<file path="config.mk">
export PLATFORM = sky130hd
export DESIGN_NAME = oflow_score_board
export DESIGN_NICKNAME = d
export VERILOG_FILES = /design/src/rtl/oflow_score_board.sv
export SDC_FILE = /design/constraint.sdc
export NUM_CORES = 1
export LEC_CHECK = 0
export ABC_AREA = 1
export BUFFER_PORTS_ARGS = -buffer_cell sky130_fd_sc_hd__buf_2
export CAP_MARGIN = 20
export CORE_ASPECT_RATIO = 0.7
export CORE_MARGIN = 8
export CORE_UTILIZATION = 56
export CTS_BUF_LIST = sky130_fd_sc_hd__clkbuf_4
export DETAILED_ROUTE_END_ITERATION = 7
export PLACE_DENSITY = 0.82
export SETUP_SLACK_MARGIN = 0.2
export SLEW_MARGIN = 0
export SYNTH_ARGS = -nofsm -noshare
export SYNTH_HDL_FRONTEND = slang
export SYNTH_SLANG_ARGS = --single-unit
</file>
<file path="constraint.sdc">
create_clock -name clk -period 4.1 [get_ports clk]
set_input_delay 0.41 -clock clk [delete_from_list [all_inputs] [get_ports clk]]
set_output_delay 0.41 -clock clk [all_outputs]
set_load 0.02 [all_outputs]
</file>
<file path="src/rtl/oflow_score_board.sv">
// Registration score-board resolver: takes one set of per-lane best matches,
// serially decides reuse-vs-allocate per lane, and pulses the resolved IDs out.
module oflow_score_board #(
    parameter int          NUM_PE  = 4,
    parameter int          SCORE_W = 16,
    parameter int          ID_W    = 12,
    parameter int unsigned THRESH  = 32'h0400
) (
    input  logic                      clk,
    input  logic                      reset_N,
    input  logic                      start_score_board,
    input  logic                      first_frame,
    input  logic                      clear_ids,
    input  logic [NUM_PE-1:0]         valid_mask,
    input  logic [NUM_PE*SCORE_W-1:0] score_in,
    input  logic [NUM_PE*ID_W-1:0]    cand_id_in,
    output logic [NUM_PE*ID_W-1:0]    id_out,
    output logic [NUM_PE-1:0]         new_id_flag,
    output logic                      id_valid,
    output logic                      done_score_board,
    output logic                      busy,
    output logic [ID_W-1:0]           next_id
);

    localparam int                 LCW      = (NUM_PE > 1) ? $clog2(NUM_PE) : 1;
    localparam logic [SCORE_W-1:0] THRESH_V = SCORE_W'(THRESH);

    localparam logic [1:0] ST_IDLE    = 2'd0;
    localparam logic [1:0] ST_RESOLVE = 2'd1;
    localparam logic [1:0] ST_OUT     = 2'd2;

    logic [1:0]                state_q, state_d;
    logic [NUM_PE-1:0]         mask_q;
    logic                      first_q;
    logic [NUM_PE*SCORE_W-1:0] score_q;
    logic [NUM_PE*ID_W-1:0]    cand_q;
    logic [LCW-1:0]            lane_cnt_q, lane_cnt_d;
    logic [NUM_PE*ID_W-1:0]    id_q, id_d;
    logic [NUM_PE-1:0]         new_q, new_d;
    logic [ID_W-1:0]           next_id_q, next_id_d;
    logic                      done_q, done_d;
    logic                      busy_q, busy_d;

    logic                      capture, clear, resolve, last_lane, alloc;
    logic [SCORE_W-1:0]        cur_score;
    logic [ID_W-1:0]           cur_cand, id_inc;
    logic [NUM_PE-1:0]         hit;

    // The done cycle still counts as busy, so start/clear are not accepted then.
    assign capture   = (state_q == ST_IDLE) && !done_q && start_score_board;
    assign clear     = (state_q == ST_IDLE) && !done_q && clear_ids;
    assign resolve   = (state_q == ST_RESOLVE);
    assign last_lane = (lane_cnt_q == LCW'(NUM_PE - 1));

    assign cur_score = score_q[lane_cnt_q*SCORE_W +: SCORE_W];
    assign cur_cand  = cand_q[lane_cnt_q*ID_W +: ID_W];
    assign id_inc    = (next_id_q == '1) ? ID_W'(1) : next_id_q + ID_W'(1);

    // An earlier lane that kept its candidate owns that ID for this set.
    for (genvar gi = 0; gi < NUM_PE; gi++) begin : g_conflict
        assign hit[gi] = (LCW'(gi) < lane_cnt_q) && mask_q[gi] && !new_q[gi] &&
                         (id_q[gi*ID_W +: ID_W] == cur_cand);
    end

    assign alloc = mask_q[lane_cnt_q] &&
                   (first_q || (cur_score >= THRESH_V) || (cur_cand == '0) || (|hit));

    always_comb begin
        state_d    = state_q;
        lane_cnt_d = lane_cnt_q;
        id_d       = id_q;
        new_d      = new_q;
        next_id_d  = next_id_q;
        if (clear) begin
            next_id_d = ID_W'(1);
        end
        case (state_q)
            ST_IDLE: begin
                if (capture) begin
                    state_d    = ST_RESOLVE;
                    lane_cnt_d = '0;
                    id_d       = '0;
                    new_d      = '0;
                end
            end
            ST_RESOLVE: begin
                id_d[lane_cnt_q*ID_W +: ID_W] = alloc ? next_id_q :
                                                (mask_q[lane_cnt_q] ? cur_cand : '0);
                new_d[lane_cnt_q] = alloc;
                if (alloc) begin
                    next_id_d = id_inc;
                end
                lane_cnt_d = lane_cnt_q + LCW'(1);
                if (last_lane) begin
                    state_d = ST_OUT;
                end
            end
            ST_OUT:  state_d = ST_IDLE;
            default: state_d = ST_IDLE;
        endcase
        done_d = (state_q == ST_OUT);
        busy_d = (state_d != ST_IDLE) || (state_q == ST_OUT);
    end

    always_ff @(posedge clk or negedge reset_N) begin
        if (!reset_N) begin
            state_q    <= ST_IDLE;
            mask_q     <= '0;
            first_q    <= 1'b0;
            score_q    <= '0;
            cand_q     <= '0;
            lane_cnt_q <= '0;
            id_q       <= '0;
            new_q      <= '0;
            next_id_q  <= ID_W'(1);
            done_q     <= 1'b0;
            busy_q     <= 1'b0;
        end else begin
            state_q    <= state_d;
            lane_cnt_q <= lane_cnt_d;
            id_q       <= id_d;
            new_q      <= new_d;
            next_id_q  <= next_id_d;
            done_q     <= done_d;
            busy_q     <= busy_d;
            if (capture) begin
                mask_q  <= valid_mask;
                first_q <= first_frame;
                score_q <= score_in;
                cand_q  <= cand_id_in;
            end
        end
    end

    assign id_out           = id_q;
    assign new_id_flag      = new_q;
    assign id_valid         = done_q;
    assign done_score_board = done_q;
    assign busy             = busy_q;
    assign next_id          = next_id_q;

endmodule

</file>
==> results of run 1 <==
## where the power goes
part	leakage (nW)	total (mW)	internal [mW]	switching (mW)
clock network	0.156	0.959	0.288	0.671
registers	1.86	2.34	1.98	0.354
logic	2.97	5.50	1.66	3.85
## cell usage in the layout, fill, tap and decap left out, types with 11 or more instances in the layout
cell / count
o21ai_0: 28
buf_4: 13
nand2_1: 361
nand3b_1: 18
nand4_1: 41
mux2_2: 75
nand3_1: 105
a21oi_1: 16
clkbuf_4: 17
buf_2: 146
nor2_1: 90
nor3_1: 11
inv_1: 72
dfrtp_1: 146
## final timing paths
path | cells after the start | start | slack, ps | endpoint
worst max register to register | 17 | lane_cnt_q[0]$_DFFE_PN0P_ | 550 | next_id[11]$_DFF_PN0_
max in group asynchronous | 3 | reset_N | 2830 | id_out[0]$_DFFE_PN0P_
worst min register to register | 1 | state_q[0]$_DFF_PN0_ | 490 | done_score_board$_DFF_PN0_
worst min-delay path | 2 | score_in[45] | 50 | score_q[45]$_DFFE_PN0P_
worst max-delay path | 17 | lane_cnt_q[0]$_DFFE_PN0P_ | 550 | next_id[11]$_DFF_PN0_
min in group asynchronous | 2 | reset_N | 470 | cand_q[20]$_DFFE_PN0P_
## stage by stage
stage               power [mW]  setup WS [ps]  instances  hold WS [ps]
detailed placement        7.63            707       1383           461
floorplan                 6.01           1190       1069           114
finish                    8.80            552       1416          53.4
global route              9.38            289       1416          20.2
global placement          7.53            804       1383           462
CTS                       8.60            698       1416          35.1
## cells by family after synthesis
kind of cell,count (synthesis),share of synthesized area
multiplexers,75,0.100
AND/OR/NAND/NOR,650,0.343
buffers and inverters,119,0.0584
XOR/XNOR,6,0.00625
adder cells (fa/ha/maj),7,0.0104
AO/OA/AOI/OAI,65,0.0436
flip-flops,147,0.438
## worst register-to-register path: stages (launching register included)
cell	delay, ps
dfrtp_1	400
buf_4	510
nand2_1	140
nand3_1	270
nand2_1	250
nand2_1	150
nand2_1	60
nor2_1	110
nand2_1	70
nor2_1	80
nand2_1	70
nand2_2	170
nor2_8	70
nor2_4	170
nand2_2	250
nor2_1	310
inv_1	190
o21ai_0	190
## registers in the layout, indices dropped and copies added, names as in the netlist
name and count:
cand_q 48, id_out 48, score_q 24, next_id 12, mask_q 4, new_id_flag 4, lane_cnt_q 2, state_q 2
busy 1, done_score_board 1, first_q 1
## what timing repair did
item | CTS | global route
hold buffers | 1 | 0
endpoints found under the setup margin | 0 | 0
endpoints found under the hold margin | 86 | 0
setup buffers | 0 | 0
## cell type report
type / instances / area [um^2]
clock inverters: 15 / 179
well taps: 195 / 244
multi-input cells: 803 / 4250
flip-flops and latches: 147 / 3680
repair buffers: 162 / 870
fillers: 1265 / 5040
clock buffers: 17 / 128
inverters: 77 / 289
## layer usage
| metal | wire length (um) | vias to the layer above | track usage |
|---|---|---|---|
| met5 | 0 | - | 0 |
| met4 | 554 | 0 | 0.0681 |
| met3 | 3890 | 62 | 0.106 |
| met2 | 11300 | 522 | 0.408 |
| met1 | 11800 | 3930 | 0.410 |
| li1 | - | 3820 | - |
==> metrics.md, run 1 <==
| Metric | Value |
|---|---|
| Status | `completed` |
| Crit. End Element | `flip-flop` |
| Die width | `162 um` |
| CTS resizes | `0` |
| Final instance area | `~9600 um^2` |
| Buffer and inverter count on the worst path | `2` |
| RSZ-0062 raised after global routing | `no` |
| Top-count cell post-synth | `nand2_1` |
| Vias in the first global route | `7941` |
| Overall Global Routing Usage | `0.288` |
| Num CTS Buffers | `17` |
| Final setup TNS | `0 ps` |
| GRT overflow | `0` |
| Distinct cells, synth | `40` |
| Fmax | `282 MHz` |
| Clk root buf | `clkbuf_4` |
| First-pass GRT wire length | `43600 um` |
| Min Tclk post-route | `3550 ps` |
| Num rows | `37` |
| Ant. Diodes | `0` |
| VDD IR-drop max | `0.778 mV` |
| Routed len/inst | `19.5 um` |
| Post-synth top flop | `dfrtp_1` |
| Post-route ant nets | `0` |
| Power per cell area | `913 nW/um^2` |
| Critical-path cell list | `buf_4 -> nand2_1 -> nand3_1 -> nand2_1 -> nand2_1 -> nand2_1 -> nor2_1 -> nand2_1 -> nor2_1 -> nand2_1 -> nand2_2 -> nor2_8 -> nor2_4 -> nand2_2 -> nor2_1 -> inv_1 -> o21ai_0` |
| Synth top area share | `0.435` |
| Syn_nets | `1197` |
| Area leader, netlist | `dfrtp_1` |
| Via-to-Cell Ratio | `5.89` |
| Crit-path max FO | `slightly above 50` |
| Gate Count Post-Synth | `1069` |
| Layout Utilization | `0.657` |
| Core area | `roughly 15000 um^2` |
| Skew-Pair Late Insertion Delay | `570 ps` |
| H-tree depth | `4` |
| CP Data Arrival Time | `about 4000 ps` |
| Initial DRT Pass Iterations | `7` |
| Worst setup SP type | `flip-flop` |
| Initial antenna violation count | `0` |
| Hold WC Path Type | `in -> reg` |
| Yosys warnings | `0` |
| Critical Path RT | `4580 ps` |
| TritonCTS clock tree | `built` |
| Input/output buffers | `147` |
| Tightest Pin Transition | `1020 ps` |
| Largest net degree at the start of global routing | `89` |
| Slew Limit Headroom | `0.322` |
| Placed cell areas | `9320 um^2` |
| Detailed Place HPWL | `21300 um` |
| Initial Util | `0.573` |
| Max Root-Sink Buffers | `2` |
| Die Y | `between 100 and 150 um` |
| Clk_skew | `25.1 ps` |
| Reg clk slew, reported paths | `170 ps` |
| Final Cycle Share | `0.865` |
| #FFs+latches synth | `147` |
| Final setup violation count | `0` |
| Largest stage delay on the critical path | `510 ps` |
| Share of layout cells above drive strength 1 | `0.242` |
| Fin. max-slew vios | `0` |
| Sequential fraction of the synthesis area | `0.438` |
| WL final | `27600 um` |
| Delay-heaviest family, CP | `simple AND/OR/NAND/NOR gates` |
| Number of synthesized flops with an enable pin | `0` |
| Max-cap violations | `0` |
| Area Growth Syn to Fin | `14.6%` |
| Placer Congestion | `~1` |
| Slowest-stage cell, CP | `buf_4` |
| Clock sink total | `147` |
| Nets@finish | `1336` |
| Syn avg cell area | `around 7.9 um^2` |
| Area contributors post-synth | `dfrtp_1 (43%), nand2_1 (16%), mux2_2 (10%)` |
| Final hold vios | `0` |
| Synth cell count leaders | `nand2_1 (361), dfrtp_1 (146), nand3_1 (106), nor2_1 (90), mux2_2 (75)` |
| Async set or reset register ratio after synthesis | `1.00` |
| Via count | `8334` |
| Leakage | `4.99 nW` |
| Drt initial violations | `994` |
| Critical setup path kind | `reg -> reg` |
| Die area | `19200 um^2` |
| Synthesized area | `8410 um^2` |
| Top cell by count, worst path | `nand2_1` |
| IO Count | `~190` |
| DR DRC count | `0` |
Note: power is estimated with default switching activity, not from simulation.
==> run 2, diff against run 1 <==
- CORE_UTILIZATION: 56 -> 54
- CTS_BUF_LIST: sky130_fd_sc_hd__clkbuf_4 -> not set
- PLACE_DENSITY: 0.82 -> 0.8
==> metrics.md, run 2 (synthesis results as in run 1) <==
| Metric | Value |
|---|---|
| Initial antenna violation count | `2 (+2)` |
| Clock sink total | `147 (unchanged)` |
| Initial DRT Pass Iterations | `5 (-2)` |
| Max-cap violations | `0 (unchanged)` |
| Status | `completed` |
| Nets@finish | `1337 (+0.075%)` |
| Via count | `8288 (-0.55%)` |
| Final hold vios | `0 (unchanged)` |
| Routed len/inst | `19.6 um (+0.39%)` |
| TritonCTS clock tree | `built` |
| Drt initial violations | `932 (-6.2%)` |
| Power per cell area | `949 nW/um^2 (+3.9%)` |
| Largest stage delay on the critical path | `510 ps (about the same)` |
| Buffer and inverter count on the worst path | `2 (unchanged)` |
| Top cell by count, worst path | `nand2_1` |
| Critical Path RT | `4450 ps (-130 ps)` |
| VDD IR-drop max | `0.626 mV (-20%)` |
| Leakage | `5.12 nW (+2.7%)` |
| Worst r2r dst | `next_id[3]$_DFF_PN0_` |
| Crit-path max FO | `51 (unchanged)` |
| Worst setup SP type | `flip-flop` |
| Largest net degree at the start of global routing | `99 (+11%)` |
| Layout Utilization | `0.648 (-0.00911)` |
| R2R depth | `17 (unchanged)` |
| Clk root buf | `clkbuf_16` |
| DR DRC count | `0 (unchanged)` |
| Num rows | `38 (+2.7%)` |
| WL final | `27800 um (+0.81%)` |
| Max Root-Sink Buffers | `2 (unchanged)` |
| Detailed Place HPWL | `21100 um (-0.61%)` |
| Delay-heaviest family, CP | `simple AND/OR/NAND/NOR gates` |
| Fin. max-slew vios | `0 (unchanged)` |
| Slowest-stage cell, CP | `buf_4` |
| Initial Util | `0.547 (-0.0254)` |
| Placer Congestion | `0.971 (-2.9%)` |
| Hold WC Path Type | `in -> async` |
| Most frequent cells in the layout | `nand2_1 (361), dfrtp_1 (146), buf_2 (146)` |
| Min Tclk post-route | `3510 ps (-35.5 ps)` |
| Skew-Pair Late Insertion Delay | `430 ps (-140 ps)` |
| Filler cells | `1348 (+6.6%)` |
| Die area | `19900 um^2 (+3.3%)` |
| Final setup violation count | `0 (unchanged)` |
| Die Y | `120 um (+1.6%)` |
| GRT overflow | `0 (unchanged)` |
| Vias in the first global route | `7748 (-2.4%)` |
| Area Growth Syn to Fin | `18.3%` |
| Via-to-Cell Ratio | `5.83 (-0.97%)` |
| Die width | `165 um (+1.7%)` |
| H-tree depth | `4 (unchanged)` |
| FF-to-FF Start | `lane_cnt_q[0]$_DFFE_PN0P_` |
| CP Data Arrival Time | `3860 ps (-170 ps)` |
| Fmax | `285 MHz (+1.0%)` |
| Critical Path Start | `lane_cnt_q[0]$_DFFE_PN0P_` |
| Post-route ant nets | `0 (unchanged)` |
| Reg clk slew, reported paths | `70 ps (-100 ps)` |
| Slew Limit Headroom | `0.298 (-0.0232)` |
| Final Cycle Share | `0.857 (-0.00867)` |
| Share of layout cells above drive strength 1 | `0.245 (+0.00226)` |
| Overall Global Routing Usage | `0.278 (-0.00986)` |
| Hold-fix buffers, CTS | `0 (-1)` |
| Setup slack, reg-to-reg | `590 ps (+40 ps)` |
| Core area | `15400 um^2 (+4.6%)` |
| Tightest Pin Transition | `1050 ps (+34.9 ps)` |
| Final setup TNS | `0 ps (unchanged)` |
| Crit. End Element | `flip-flop` |
| Input/output buffers | `147 (unchanged)` |
| RSZ-0062 raised after global routing | `no` |
| Critical setup path kind | `reg -> reg` |
| Num CTS Buffers | `17 (unchanged)` |
| Hold Worst Slack | `70.7 ps (+17.3 ps)` |
| Ant. Diodes | `0 (unchanged)` |
| IO Count | `188 (unchanged)` |
| Clk_skew | `12.4 ps (-12.7 ps)` |
| Commonest non-fill, non-tap cell in the layout | `nand2_1` |
| Critical-path cell list | `buf_4 -> nand2_1 -> nand3_1 -> nand2_1 -> nand2_1 -> nand2_1 -> nor2_1 -> nand2_1 -> nor2_1 -> nand2_1 -> nand2_2 -> nor2_8 -> nor2_4 -> nand2_2 -> nor2_1 -> inv_1 -> o21ai_0` |
| First-pass GRT wire length | `42800 um (-1.7%)` |
-- run 2: cell types whose count changed in the layout (fill, tap and decap cells not counted), moves of 2 or more --
cell       before  now
buf_4          13   15
clkinv_8        5    1
clkbuf_16       0   17
clkbuf_4       17    0
-- run 2: cell type report --
class                           count  area, um^2  area share
Timing Repair Buffer              163         882      0.0887
Inverter                           77         293      0.0294
Multi-Input combinational cell    803        4250       0.427
Clock inverter                     15         166      0.0167
Clock buffer                       17         425      0.0428
Sequential cell                   147        3680       0.370
Tap cell                          200         250      0.0252
-- run 2: where the power goes --
part           switching, mW  total [mW]  internal [mW]  leakage [nW]
clock                  0.716        1.58          0.867         0.287
sequential             0.357        2.35           1.99          1.86
combinational           3.81        5.50           1.69          2.98
-- run 2: worst reg2reg max path, stage by stage, from the launching register on --
cell	delay (ps)
dfrtp_1	360
buf_4	510
nand2_1	120
nand3_1	260
nand2_1	240
nand2_1	180
nand2_1	70
nor2_1	100
nand2_1	80
nor2_1	90
nand2_1	90
nand2_2	190
nor2_8	70
nor2_4	160
nand2_2	250
nor2_1	300
inv_1	180
o21ai_0	200
-- run 2: worst max-delay path by stage --
| stage | cells after the start | to | slack, ps |
|---|---|---|---|
| floorplan | 11 | id_out[17]$_DFFE_PN0P_ | 1190 |
| global placement | 16 | id_out[1]$_DFFE_PN0P_ | 640 |
| detailed placement | 14 | id_out[1]$_DFFE_PN0P_ | 620 |
| CTS | 14 | id_out[1]$_DFFE_PN0P_ | 590 |
| global route | 16 | next_id[11]$_DFF_PN0_ | 200 |
| finish | 17 | next_id[3]$_DFF_PN0_ | 590 |
-- run 2: timing repair --
item                                    4_1_cts  5_1_grt
gates resized for setup                       0        1
buffers inserted                              0        0
endpoints found under the setup margin        0        1
-- run 2: routing by layer --
metal,up-vias,global-route usage,part of all wire
li1,3811,-,-
met1,3946,0.397,0.43
met2,470,0.395,0.42
met3,57,0.0961,0.13
met4,4,0.0746,0.016
met5,-,0,0.00075
-- run 2: through the flow --
stage	cells	power [mW]	instance area [um^2]	setup slack (ps)
final	1422	9.43	9940	587
after global routing	1422	10.0	9940	202
after CTS	1421	9.21	9910	590
after detailed placement	1389	7.60	9320	618
after global placement	1389	7.52	9320	641
after floorplan	1069	6.01	8410	1190
==> run 3, diff against run 2 <==
- CORE_UTILIZATION: 54 -> 59
- PLACE_DENSITY: 0.8 -> 0.86
- clock period: 4.1 -> 4.5 ns (I/O delays scaled with it)
==> metrics.md, run 3 (synthesis results as in run 1) <==
| Metric | Value |
|---|---|
| Status | `completed` |
| Initial antenna violation count | `1 (-1)` |
| Die area | `18400 um^2 (-7.5%)` |
| DR DRC count | `0 (unchanged)` |
| Drt initial violations | `944 (+1.3%)` |
| Power per cell area | `878 nW/um^2 (-7.5%)` |
| Largest net degree at the start of global routing | `84 (-15%)` |
| GRT overflow | `0 (unchanged)` |
| Skew-Pair Late Insertion Delay | `430 ps (about the same)` |
| Via-to-Cell Ratio | `5.95 (+2.1%)` |
| Max-cap violations | `0 (unchanged)` |
| Tightest Pin Transition | `1040 ps (-12.8 ps)` |
| Hold WC Path Type | `in -> async` |
| Die Y | `116 um (-3.8%)` |
| H-tree depth | `4 (unchanged)` |
| Share of layout cells above drive strength 1 | `0.243 (-0.00206)` |
| Fmax | `268 MHz (-5.9%)` |
| Overall Global Routing Usage | `0.323 (+0.0449)` |
| Routed len/inst | `20.3 um (+3.7%)` |
| Input/output buffers | `147 (unchanged)` |
| VDD IR-drop max | `0.855 mV (+37%)` |
| Final hold vios | `0 (unchanged)` |
| Hold-fix buffers, CTS | `0 (unchanged)` |
| Worst setup SP type | `flip-flop` |
| Final instance area | `9940 um^2 (about the same)` |
| Clock sink total | `147 (unchanged)` |
| CTS resizes | `0 (unchanged)` |
| Leakage | `5.13 nW (+0.15%)` |
| WL final | `28600 um (+2.8%)` |
| Num CTS Buffers | `17 (unchanged)` |
| Clk root buf | `clkbuf_16` |
| Placed cell areas | `9290 um^2 (-0.30%)` |
| First-pass GRT wire length | `44900 um (+4.8%)` |
| Critical Path RT | `4820 ps (+370 ps)` |
| Final setup TNS | `0 ps (unchanged)` |
| RSZ-0062 raised after global routing | `no` |
| IO Count | `188 (unchanged)` |
| Initial DRT Pass Iterations | `6 (+1)` |
| Max Root-Sink Buffers | `2 (unchanged)` |
| Clk_skew | `8.58 ps (-3.83 ps)` |
| Die width | `159 um (-3.9%)` |
| Commonest non-fill, non-tap cell in the layout | `nand2_1` |
| Final setup violation count | `0 (unchanged)` |
| Most frequent cells in the layout | `nand2_1 (361), dfrtp_1 (146), buf_2 (146)` |
| Tot Pwr | `8.73 mW (-7.5%)` |
| Area Growth Syn to Fin | `18.2% (about the same)` |
| Nets@finish | `1335 (-0.15%)` |
| Reg clk slew, reported paths | `70 ps (about the same)` |
| Final Cycle Share | `0.829 (-0.0275)` |
| Initial Util | `0.604 (+0.0566)` |
| Crit. End Element | `flip-flop` |
| Slew Limit Headroom | `0.307 (+0.00856)` |
| Placer Congestion | `0.971 (about the same)` |
| Critical setup path kind | `reg -> reg` |
| Via count | `8388 (+1.2%)` |
| CP Data Arrival Time | `4050 ps (+190 ps)` |
| Core area | `13900 um^2 (-9.4%)` |
| Post-CTS Setup Bufs | `0 (unchanged)` |
| Fin. max-slew vios | `0 (unchanged)` |
| Crit-path max FO | `18 (-65%)` |
| Post-route ant nets | `0 (unchanged)` |
| Vias in the first global route | `8128 (+4.9%)` |
| TritonCTS clock tree | `built` |
| Min Tclk post-route | `3730 ps (+219 ps)` |
| PnR worst setup slack | `768 ps (+181 ps)` |
| Dpl ws | `995 ps (+376 ps)` |
| Detailed Place HPWL | `21400 um (+1.5%)` |
| Ant. Diodes | `0 (unchanged)` |
| Num rows | `36 (-5.3%)` |
==> run 3: power by group <==
| part | leakage, nW | switching, mW | internal, mW |
|---|---|---|---|
| sequential | 1.86 | 0.335 | 1.81 |
| combinational | 2.96 | 3.52 | 1.51 |
| clock | 0.309 | 0.647 | 0.901 |
| total | 5.13 | 4.50 | 4.22 |
==> run 3: stage by stage <==
stage	instances	hold slack [ps]	util
4_1_cts	1409	60.0	0.714
2_1_floorplan	1069	154	-
5_1_grt	1410	90.9	0.714
3_3_place_gp	1377	460	0.668
3_5_place_dp	1377	462	0.668
6_report	1410	22.8	0.714
==> run 3: critical path: stages, from the launching register on <==
cell and delay [ps]:
dfrtp_1 390, inv_1 580, nand3_1 450, nand2_2 300, nand2_1 130, nand2_1 70, inv_1 40, nand2_1 80
nor2_1 50, nand2_1 80, nand2_2 130, o21ai_2 380, nand2_1 170, nand2_1 180, nand2_1 90, nand3_1 210
nand2_1 100, nand3_1 100, nand2_1 60
==> run 3: cell type report <==
| class | instances | area, um^2 |
|---|---|---|
| multi-input combinational | 803 | 4250 |
| clock inverter | 15 | 211 |
| fill | 1111 | 3980 |
| clock buffer | 17 | 425 |
| inverter | 77 | 289 |
| sequential | 147 | 3680 |
| tap | 190 | 238 |
| timing repair buffer | 161 | 847 |
==> run 3: final timing paths <==
| kind | startpoint | to | slack (ps) | cells past startpoint |
|---|---|---|---|---|
| worst min-delay path | reset_N | cand_q[45]$_DFFE_PN0P_ | 20 | 1 |
| worst max register to register | lane_cnt_q[1]$_DFFE_PN0P_ | id_out[34]$_DFFE_PN0P_ | 770 | 18 |
| worst max-delay path | lane_cnt_q[1]$_DFFE_PN0P_ | id_out[34]$_DFFE_PN0P_ | 770 | 18 |
| min in group clk | cand_id_in[11] | cand_q[11]$_DFFE_PN0P_ | 250 | 2 |
| worst min register to register | state_q[0]$_DFF_PN0_ | done_score_board$_DFF_PN0_ | 480 | 1 |
| max in group asynchronous | reset_N | next_id[3]$_DFF_PN0_ | 3400 | 2 |
==> run 3: routing by layer <==
metal  track usage  share of wire  vias to the layer above
met3         0.115           0.14                       46
met5             0        0.00035                        -
met4        0.0739          0.016                        2
li1              -              -                     3812
met1         0.456           0.42                     3956
met2         0.467           0.42                      572
